<file path="src/rtl/mem_access_stage_if.sv">
// Data-memory bus between the MEM stage (master) and data memory (slave).
// The request side is registered in the master; ack/rdata come straight from memory.
interface mem_access_stage_if;
  logic        dmem_req;
  logic        dmem_we;
  logic [31:0] dmem_addr;
  logic [31:0] dmem_wdata;
  logic [3:0]  dmem_be;
  logic        dmem_ack;
  logic [31:0] dmem_rdata;

  modport master (
    output dmem_req,
    output dmem_we,
    output dmem_addr,
    output dmem_wdata,
    output dmem_be,
    input  dmem_ack,
    input  dmem_rdata
  );

  modport slave (
    input  dmem_req,
    input  dmem_we,
    input  dmem_addr,
    input  dmem_wdata,
    input  dmem_be,
    output dmem_ack,
    output dmem_rdata
  );
endinterface

</file>
<file path="src/rtl/mem_access_stage.sv">
// MEM-stage load/store unit: req/ack data-memory access with timeout, upstream stall,
// byte-enable/store-lane generation, load extension and fault flagging.
// Non-memory instructions pass through combinationally.
module mem_access_stage #(
  parameter int unsigned TIMEOUT_CYCLES = 255
) (
  input  logic                       clk,
  input  logic                       reset,
  input  logic                       valid_in,
  input  logic [31:0]                alu_result_in,
  input  logic [31:0]                store_data_in,
  input  logic [4:0]                 rd_in,
  input  logic                       reg_write_in,
  input  logic                       mem_to_reg_in,
  input  logic                       mem_read_in,
  input  logic                       mem_write_in,
  input  logic [2:0]                 funct3_in,
  output logic [31:0]                mem_data_out,
  output logic [31:0]                alu_result_out,
  output logic [4:0]                 rd_out,
  output logic                       reg_write_out,
  output logic                       mem_to_reg_out,
  output logic                       stall_out,
  output logic                       fault_out,
  mem_access_stage_if.master         dmem
);

  typedef enum logic [1:0] {StIdle, StBusy, StResp} state_e;

  localparam logic [7:0] CntMax = 8'(TIMEOUT_CYCLES - 1);

  state_e      state_q, state_d;
  logic        req_q, req_d;
  logic        we_q, we_d;
  logic [31:0] addr_q, addr_d;
  logic [31:0] wdata_q, wdata_d;
  logic [3:0]  be_q, be_d;
  logic [7:0]  cnt_q, cnt_d;
  logic        timeout_q, timeout_d;
  logic [31:0] rdata_q, rdata_d;

  logic        is_load, is_store, mem_op, illegal, misaligned, access_fault, launch;
  logic [3:0]  store_be;
  logic [31:0] store_wdata;
  logic [7:0]  ld_byte;
  logic [15:0] ld_half;
  logic [31:0] load_data;

  // Decode access legality and build store lanes from the EX/MEM inputs.
  always_comb begin
    is_load    = mem_read_in;
    is_store   = mem_write_in & ~mem_read_in;
    mem_op     = valid_in & (mem_read_in | mem_write_in);
    illegal    = 1'b0;
    misaligned = 1'b0;
    case (funct3_in)
      3'b000:  misaligned = 1'b0;
      3'b001:  misaligned = alu_result_in[0];
      3'b010:  misaligned = |alu_result_in[1:0];
      3'b100:  illegal    = ~is_load;
      3'b101: begin
        illegal    = ~is_load;
        misaligned = alu_result_in[0];
      end
      default: illegal    = 1'b1;
    endcase
    access_fault = mem_op & (illegal | misaligned);
    launch       = mem_op & ~(illegal | misaligned);

    case (funct3_in[1:0])
      2'b00: begin
        store_be    = 4'b0001 << alu_result_in[1:0];
        store_wdata = {4{store_data_in[7:0]}};
      end
      2'b01: begin
        store_be    = 4'b0011 << alu_result_in[1:0];
        store_wdata = {2{store_data_in[15:0]}};
      end
      default: begin
        store_be    = 4'b1111;
        store_wdata = store_data_in;
      end
    endcase
  end

  // Select and extend the captured read word by address offset and funct3.
  always_comb begin
    case (alu_result_in[1:0])
      2'b00:   ld_byte = rdata_q[7:0];
      2'b01:   ld_byte = rdata_q[15:8];
      2'b10:   ld_byte = rdata_q[23:16];
      default: ld_byte = rdata_q[31:24];
    endcase
    ld_half = alu_result_in[1] ? rdata_q[31:16] : rdata_q[15:0];
    case (funct3_in)
      3'b000:  load_data = {{24{ld_byte[7]}}, ld_byte};
      3'b001:  load_data = {{16{ld_half[15]}}, ld_half};
      3'b010:  load_data = rdata_q;
      3'b100:  load_data = {24'h0, ld_byte};
      3'b101:  load_data = {16'h0, ld_half};
      default: load_data = 32'h0;
    endcase
  end

  // Next-state logic: launch in IDLE, wait for ack or timeout in BUSY, retire in RESP.
  always_comb begin
    state_d   = state_q;
    req_d     = req_q;
    we_d      = we_q;
    addr_d    = addr_q;
    wdata_d   = wdata_q;
    be_d      = be_q;
    cnt_d     = cnt_q;
    timeout_d = timeout_q;
    rdata_d   = rdata_q;
    case (state_q)
      StIdle: begin
        if (launch) begin
          state_d   = StBusy;
          req_d     = 1'b1;
          we_d      = is_store;
          addr_d    = {alu_result_in[31:2], 2'b00};
          wdata_d   = store_wdata;
          be_d      = is_load ? 4'b1111 : store_be;
          cnt_d     = 8'h0;
          timeout_d = 1'b0;
        end
      end
      StBusy: begin
        if (dmem.dmem_ack) begin
          rdata_d = dmem.dmem_rdata;
          req_d   = 1'b0;
          state_d = StResp;
        end else if (cnt_q == CntMax) begin
          req_d     = 1'b0;
          timeout_d = 1'b1;
          state_d   = StResp;
        end else begin
          cnt_d = cnt_q + 8'h1;
        end
      end
      StResp:  state_d = StIdle;
      default: state_d = StIdle;
    endcase
  end

  // State and bus registers; reset aborts any access in flight.
  always_ff @(posedge clk) begin
    if (reset) begin
      state_q   <= StIdle;
      req_q     <= 1'b0;
      we_q      <= 1'b0;
      addr_q    <= 32'h0;
      wdata_q   <= 32'h0;
      be_q      <= 4'h0;
      cnt_q     <= 8'h0;
      timeout_q <= 1'b0;
      rdata_q   <= 32'h0;
    end else begin
      state_q   <= state_d;
      req_q     <= req_d;
      we_q      <= we_d;
      addr_q    <= addr_d;
      wdata_q   <= wdata_d;
      be_q      <= be_d;
      cnt_q     <= cnt_d;
      timeout_q <= timeout_d;
      rdata_q   <= rdata_d;
    end
  end

  // MEM/WB outputs; stalled cycles carry reg_write = 0 so MEM/WB sees a bubble.
  always_comb begin
    alu_result_out = alu_result_in;
    rd_out         = rd_in;
    reg_write_out  = reg_write_in;
    mem_to_reg_out = mem_to_reg_in;
    mem_data_out   = 32'h0;
    stall_out      = 1'b0;
    fault_out      = 1'b0;
    if (reset) begin
      alu_result_out = 32'h0;
      rd_out         = 5'h0;
      reg_write_out  = 1'b0;
      mem_to_reg_out = 1'b0;
    end else begin
      case (state_q)
        StIdle: begin
          if (access_fault) begin
            reg_write_out = 1'b0;
            fault_out     = 1'b1;
          end else if (launch) begin
            reg_write_out = 1'b0;
            stall_out     = 1'b1;
          end
        end
        StBusy: begin
          reg_write_out = 1'b0;
          stall_out     = 1'b1;
        end
        StResp: begin
          if (timeout_q) begin
            reg_write_out = 1'b0;
            fault_out     = 1'b1;
          end else if (mem_read_in) begin
            mem_data_out = load_data;
          end
        end
        default: stall_out = 1'b0;
      endcase
    end
  end

  assign dmem.dmem_req   = req_q;
  assign dmem.dmem_we    = we_q;
  assign dmem.dmem_addr  = addr_q;
  assign dmem.dmem_wdata = wdata_q;
  assign dmem.dmem_be    = be_q;

endmodule

</file>
<file path="src/flat_wrapper.sv">
// flat-port wrapper written by rule: the top's interface ports become plain ports
module mem_access_stage_flat 
#(
  parameter int unsigned TIMEOUT_CYCLES = 255
)
  (clk, reset, valid_in, alu_result_in, store_data_in, rd_in, reg_write_in, mem_to_reg_in, mem_read_in, mem_write_in, funct3_in, mem_data_out, alu_result_out, rd_out, reg_write_out, mem_to_reg_out, stall_out, fault_out, dmem_dmem_req, dmem_dmem_we, dmem_dmem_addr, dmem_dmem_wdata, dmem_dmem_be, dmem_dmem_ack, dmem_dmem_rdata);
  mem_access_stage_if dmem_i ();
  input  logic clk;
  input  logic reset;
  input  logic valid_in;
  input  logic [31:0] alu_result_in;
  input  logic [31:0] store_data_in;
  input  logic [4:0] rd_in;
  input  logic reg_write_in;
  input  logic mem_to_reg_in;
  input  logic mem_read_in;
  input  logic mem_write_in;
  input  logic [2:0] funct3_in;
  output logic [31:0] mem_data_out;
  output logic [31:0] alu_result_out;
  output logic [4:0] rd_out;
  output logic reg_write_out;
  output logic mem_to_reg_out;
  output logic stall_out;
  output logic fault_out;
  output wire logic [$bits(dmem_i.dmem_req)-1:0] dmem_dmem_req;
  output wire logic [$bits(dmem_i.dmem_we)-1:0] dmem_dmem_we;
  output wire logic [$bits(dmem_i.dmem_addr)-1:0] dmem_dmem_addr;
  output wire logic [$bits(dmem_i.dmem_wdata)-1:0] dmem_dmem_wdata;
  output wire logic [$bits(dmem_i.dmem_be)-1:0] dmem_dmem_be;
  input wire logic [$bits(dmem_i.dmem_ack)-1:0] dmem_dmem_ack;
  input wire logic [$bits(dmem_i.dmem_rdata)-1:0] dmem_dmem_rdata;
  assign dmem_dmem_req = dmem_i.dmem_req;
  assign dmem_dmem_we = dmem_i.dmem_we;
  assign dmem_dmem_addr = dmem_i.dmem_addr;
  assign dmem_dmem_wdata = dmem_i.dmem_wdata;
  assign dmem_dmem_be = dmem_i.dmem_be;
  assign dmem_i.dmem_ack = dmem_dmem_ack;
  assign dmem_i.dmem_rdata = dmem_dmem_rdata;
  mem_access_stage #(.TIMEOUT_CYCLES(TIMEOUT_CYCLES)) u_core (.clk(clk), .reset(reset), .valid_in(valid_in), .alu_result_in(alu_result_in), .store_data_in(store_data_in), .rd_in(rd_in), .reg_write_in(reg_write_in), .mem_to_reg_in(mem_to_reg_in), .mem_read_in(mem_read_in), .mem_write_in(mem_write_in), .funct3_in(funct3_in), .mem_data_out(mem_data_out), .alu_result_out(alu_result_out), .rd_out(rd_out), .reg_write_out(reg_write_out), .mem_to_reg_out(mem_to_reg_out), .stall_out(stall_out), .fault_out(fault_out), .dmem(dmem_i));
endmodule
</file>
<file path="config.mk">
export PLATFORM = sky130hd
export DESIGN_NAME = mem_access_stage_flat
export DESIGN_NICKNAME = d
export VERILOG_FILES = /design/src/rtl/mem_access_stage_if.sv /design/src/rtl/mem_access_stage.sv /design/src/flat_wrapper.sv
export SDC_FILE = /design/constraint.sdc
export NUM_CORES = 1
export LEC_CHECK = 0
export CAP_MARGIN = 20
export CORE_ASPECT_RATIO = 1.4
export CORE_UTILIZATION = 46
export DETAILED_ROUTE_END_ITERATION = 16
export PLACE_DENSITY = 0.94
export SYNTH_ARGS = -nofsm -noshare
export SYNTH_HDL_FRONTEND = slang
export SYNTH_SLANG_ARGS = --single-unit
</file>
<file path="constraint.sdc">
create_clock -name clk -period 3.3 [get_ports clk]
set_clock_uncertainty 0.15 [all_clocks]
set_input_delay 0.66 -clock clk [delete_from_list [all_inputs] [get_ports clk]]
set_output_delay 0.66 -clock clk [all_outputs]
set_load 0.01 [all_outputs]
</file>
* Word level (Yosys, flattened, before mapping)
Index checks and enable logic that the tools add are counted.
Widths: inputs -> output; s select.
** Cells by class
- Shift operators :: 2
- Add/sub/neg operators :: 1
- Equality and inequality tests :: 15
- Bitwise gates (word level) :: 8
- Multiplexer cells :: 44
- Reductions and logical operators :: 15
** Operators with widths (number)
- $mux 32 :: 5
- $pmux 32 s5 :: 1
- $pmux 32 s2 :: 1
- $mux 8 :: 3
- $pmux 8 s3 :: 1
- $mux 1 :: 17
- $mux 16 :: 1
- $pmux 8 s2 :: 1
- $pmux 1 s2 :: 6
- $add 8x1->8 const B :: 1
- $eq 8x8->1 const B :: 1
- $pmux 4 s2 :: 1
- $reduce_and 4->1 :: 2
- $eq 2x1->1 const B :: 3
- $eq 3x3->1 const B :: 2
- $logic_not 2->1 :: 3
- $mux 2 :: 3
- $reduce_and 2->1 :: 3
- $reduce_or 2->1 :: 3
- $mux 5 :: 1
- $and 1x1->1 :: 4
- $eq 2x2->1 const B :: 2
- $mux 4 :: 1
- $ne 2x1->1 const B :: 2
- 14 further kinds :: 17
** Storage, ports and cells
- Input bits :: 112
- Bits in registers :: 111
- Logic and storage cells :: 94
- Output and inout bits :: 143

* Logic depth before layout (Yosys ltp)
- Depth in word-level cells :: 10
- Depth in mapped cells :: 8
- Mapped depth without buffers :: 6

* Least setup slack after synthesis
Ideal clock, no wire load.
- Path type :: input to output
- Start point :: input alu_result_in[1]
- End point :: output fault_out
- Arrival :: 1.954 ns
- Path buffers :: 3
- Setup slack :: 0.536 ns
- Stages :: 7
- Required time :: 2.490 ns
- Cell sequence :: buf_2 > nor2_1 > a22oi_1 > buf_2 > buf_2 > nand2_1 > a211oi_1
** On the way
- Longest elaborated chain between the ends :: 7
** RTL lines
- start, declared :: line flat_wrapper.sv:11 : input logic [31:0] alu_result_in;
- $reduce_or 2->1 :: line mem_access_stage.sv:59 : 3'b010: misaligned = |alu_result_in[1:0];
- $pmux 1 s2 :: line mem_access_stage.sv:56 : case (funct3_in)
- $or 1x1->1 :: line mem_access_stage.sv:67 : access_fault = mem_op & (illegal | misaligned);
- $and 1x1->1 :: line mem_access_stage.sv:67
- $mux 1 :: line mem_access_stage.sv:189 : if (access_fault) begin
- $pmux 1 s2 :: line mem_access_stage.sv:187 : case (state_q)
- $mux 1 :: line mem_access_stage.sv:181 : if (reset) begin
- end, declared :: line flat_wrapper.sv:25 : output logic fault_out;
Every way passes these cells.

* Final worst setup path
- Start point :: input alu_result_in[1]
- End point :: output mem_data_out[18]
** On the way
- Longest elaborated chain between the ends :: 7
- Elaborated cells between the ends (all ways) :: 10
- Classes of those cells :: eq/ne (2); mux (7); reduce/logical (1)
** RTL lines
- $eq 2x2->1, or another cell as far along :: line mem_access_stage.sv:88 : case (alu_result_in[1:0])
- $pmux 8 s3 :: line mem_access_stage.sv:88
- $pmux 32 s5 * :: line mem_access_stage.sv:95 : case (funct3_in)
- $mux 32 * :: line mem_access_stage.sv:205 : end else if (mem_read_in) begin
- $mux 32 * :: line mem_access_stage.sv:202 : if (timeout_q) begin
- $mux 32 * :: line mem_access_stage.sv:187
- $mux 32 * :: line mem_access_stage.sv:181
- end, declared :: line flat_wrapper.sv:19 : output logic [31:0] mem_data_out;
Every way passes the cells marked *; elsewhere a longest branch is shown, timed or not.

==> summary.txt <==
Setup path
  • Req. time, crit path: 2490 ps
  • Reg2Reg Setup Slack: 1130 ps
  • CP top delay family: buffers and inverters
  • RR Startpoint: u_core.state_q[1]
  • Crit path depth: 9
  • Reg2Reg Depth: 5
  • R2R Path End: u_core.dmem.dmem_wdata[9]
  • Max incr delay on CP: 540 ps
  • Critical-path cell list: dlygate4sd2_1 -> buf_6 -> buf_4 -> mux2i_1 -> nand2_1 -> o211ai_4 -> buf_12 -> a21oi_1 -> clkdlybuf4s50_1
  • Worst Setup End Kind: output port
  • CP arrival: 2410 ps
  • Worst path buffer plus inverter count: 5
  • Worst Setup Start Kind: input port
  • Setup CP Type: in -> out
  • Slowest-stage cell, CP: clkdlybuf4s50_1
  • CP Max Fanout: 9

Power and ir drop
  • Clock Power Share: 0.376
  • Internal power: 2490 uW
  • Total power: 3360 uW
  • Seq pwr share: 0.422
  • PD cells: 378 nW/um^2
  • Worst VDD drop: 0.238 mV
  • Logic gate share of total power: 0.203
  • P_sw: 874 uW
  • Switching part of the total: 0.260
  • Pleak: 0.00330 uW

Logic synthesis
  • Synth area leader: dfxtp_1
  • Cells after synthesis: 729
  • Syn. warnings: 0
  • Ys flop type: dfxtp_1
  • Register area share after synthesis: 0.390
  • Post-synth ARST share: 0
  • Yosys reg bits: 111
  • Largest cells by area after synthesis: dfxtp_1, a21oi_1, nand2_1
  • Unique masters post-synth: 54
  • Post-Syn Area: 5700 um^2
  • Post-synth EDFFs: 0
  • Synth top area share: 0.390
  • Post-Syn Area per Cell: 7.82 um^2

Timing
  • Setup violators final: 0
  • Max-slew violation count: 0
  • Hold Vio Cnt, Final: 0
  • Worst Tran Pin Value: 719 ps
  • Hold Slack: 332 ps
  • Fin crit period: 3220 ps
  • Fin crit share: 0.975
  • RSZ-0062 raised after global routing: false
  • Max frequency: 311 MHz
  • Worst slew margin: 0.521

Layout
  • Area growth, synth to finish: 55.8%
  • Layout cell share with drive strength beyond 1: 0.0877
  • # nets final: 1078
  • N_diodes: 0

Worst hold path
  • Hold Path Stages: 2
  • Hold Crit Start: u_core.dmem.dmem_wdata[25]
  • Class of the worst hold path: reg -> reg
  • WHS Endpoint: u_core.dmem.dmem_wdata[25]

Floorplanning
  • Die Y: 134 um
  • Die Area: 12900 um^2
  • Core Rows: 47
  • Starting density of the core: 0.478
  • Core area: 11900 um^2
  • Num ports: 255
  • Die width: 96.1 um

Drt
  • Remaining DRCs: 0
  • Detail Route Antenna Nets: 0
  • DR WL/cell: 18.3 um
  • 1st-iter DRT viols: 478
  • Vias per std cell: 5.90
  • Final wirelength: 20400 um
  • Via count: 6580
  • First-pass DRT Iterations: 8

Global routing
  • Total track usage: 0.314
  • Initial antenna violation count: 0
  • Largest net degree at the start of global routing: 151
  • Global route overflow: 0
  • First-pass GRT wire length: 31400 um
  • Number of global-route vias before repair: 6184

Placed design
  • HPWL after detailed placement: 14200 um
  • IO Port Bufs: 252
  • Gpl congestion: 0.933

Clocking
  • CTS tree: done
  • TritonCTS buffer count: 9
  • Worst-skew pair later-pin latency: 340 ps
  • Clock Pin Slew Worst Setup and Hold Paths: 70 ps
  • H-Tree Depth: 3
  • Sink Count: 111
  • # hold bufs at CTS: 0
  • Clk buf depth: 2
  • Root Buffer: clkbuf_16

Run status
  • Status: complete, no violations

Run
  • Max cap viols: 0
per-layer routing:
layer / share of wire / vias up / global-route usage
met3: 0.069 / 78 / 0.0616
met2: 0.52 / 342 / 0.533
met5: 0 / - / 0
met4: 0.051 / 0 / 0.185
met1: 0.36 / 3085 / 0.356
li1: - / 3075 / -
cell usage in the layout, fill, tap and decap left out, drive strengths merged, types with 8 or more instances in the layout:
cell	synthesis	routed
a211oi	10	10
a21oi	133	133
a22oi	13	13
a311oi	11	11
buf	37	45
clkbuf	36	11
clkdlybuf4s50	0	216
dfxtp	111	111
dlygate4sd2	0	23
dlymetal6s2s	0	11
mux2i	20	20
mux4	8	8
nand2	108	108
nand3	48	48
nor2	22	22
nor2b	45	45
o21ai	71	71
repair_timing:
item / 4_1_cts / 5_1_grt
cloned: 1 / 0
setup buffers: 0 / 2
pin swaps: 2 / 1
gates resized for setup: 33 / 14
setup endpoints to repair: 34 / 15
how the worst max path moves through the flow:
stage / from / end
after floorplan: alu_result_in[1] / fault_out
after global placement: funct3_in[0] / mem_data_out[26]
after detailed placement: funct3_in[0] / mem_data_out[17]
after CTS: funct3_in[1] / mem_data_out[15]
after global routing: funct3_in[1] / mem_data_out[0]
final: alu_result_in[1] / mem_data_out[18]
sequential cells by signal, indices dropped and copies added, names as in the netlist:
signal,count
u_core.dmem.dmem_we,1
u_core.timeout_q,1
u_core.dmem.dmem_be,4
u_core.dmem.dmem_req,1
u_core.rdata_q,32
u_core.dmem.dmem_wdata,32
u_core.dmem.dmem_addr,30
u_core.state_q,2
u_core.cnt_q,8
final cells by class:
class / count / area [um^2]
multi-input cells: 545 / 3190
fillers: 881 / 3050
flip-flops and latches: 111 / 2220
inverters: 1 / 3.75
clock inverters: 6 / 118
repair buffers: 296 / 2930
clock buffers: 10 / 229
well taps: 147 / 184
stage by stage:
step	TNS [ps]	cells	instance area (um^2)	utilization	setup WS, ps
3_5_place_dp	-7710	1097	8490	0.711	-339
5_1_grt	0	1116	8880	0.744	0.141
6_report	0	1116	8880	0.744	81.9
3_3_place_gp	-6430	1097	8490	0.711	-242
2_1_floorplan	0	730	5710	-	536
4_1_cts	0	1114	8840	0.741	23.6
cell families after synthesis:
kind of cell | share of synthesized area
flops | 0.390
buf+inv | 0.0573
xor+xnor | 0.00307
other cells | 0.000658
simple gates | 0.211
mux | 0.0746
fa+ha+maj | 0.00439
compound gates | 0.260
power by group through the flow:
stage	sequential, uW	clock (uW)	combinational (uW)
final	1420	1260	682
after global routing	1420	1330	730
after CTS	1420	1280	677
after detailed placement	1450	0	671
after global placement	1440	0	663
after floorplan	1460	0	281
worst min-delay path: cells and delay by family, from the launching register on:
family | cells | cell delay, ps
compound gates | 2 | 120
flops | 1 | 310
synthesized netlist by cell type, drive strengths merged, types with 4 or more instances:
master and count:
nand2 108, nor2b 45, mux2 4, mux4 8, a311oi 11, a222oi 4
buf 37, a211oi 10, mux2i 20, nor2 22, nand3 48, o21ai 71
clkbuf 36, a22oi 13, a21oi 133, dfxtp 111
No activity file was read; power rests on OpenSTA's default activity.
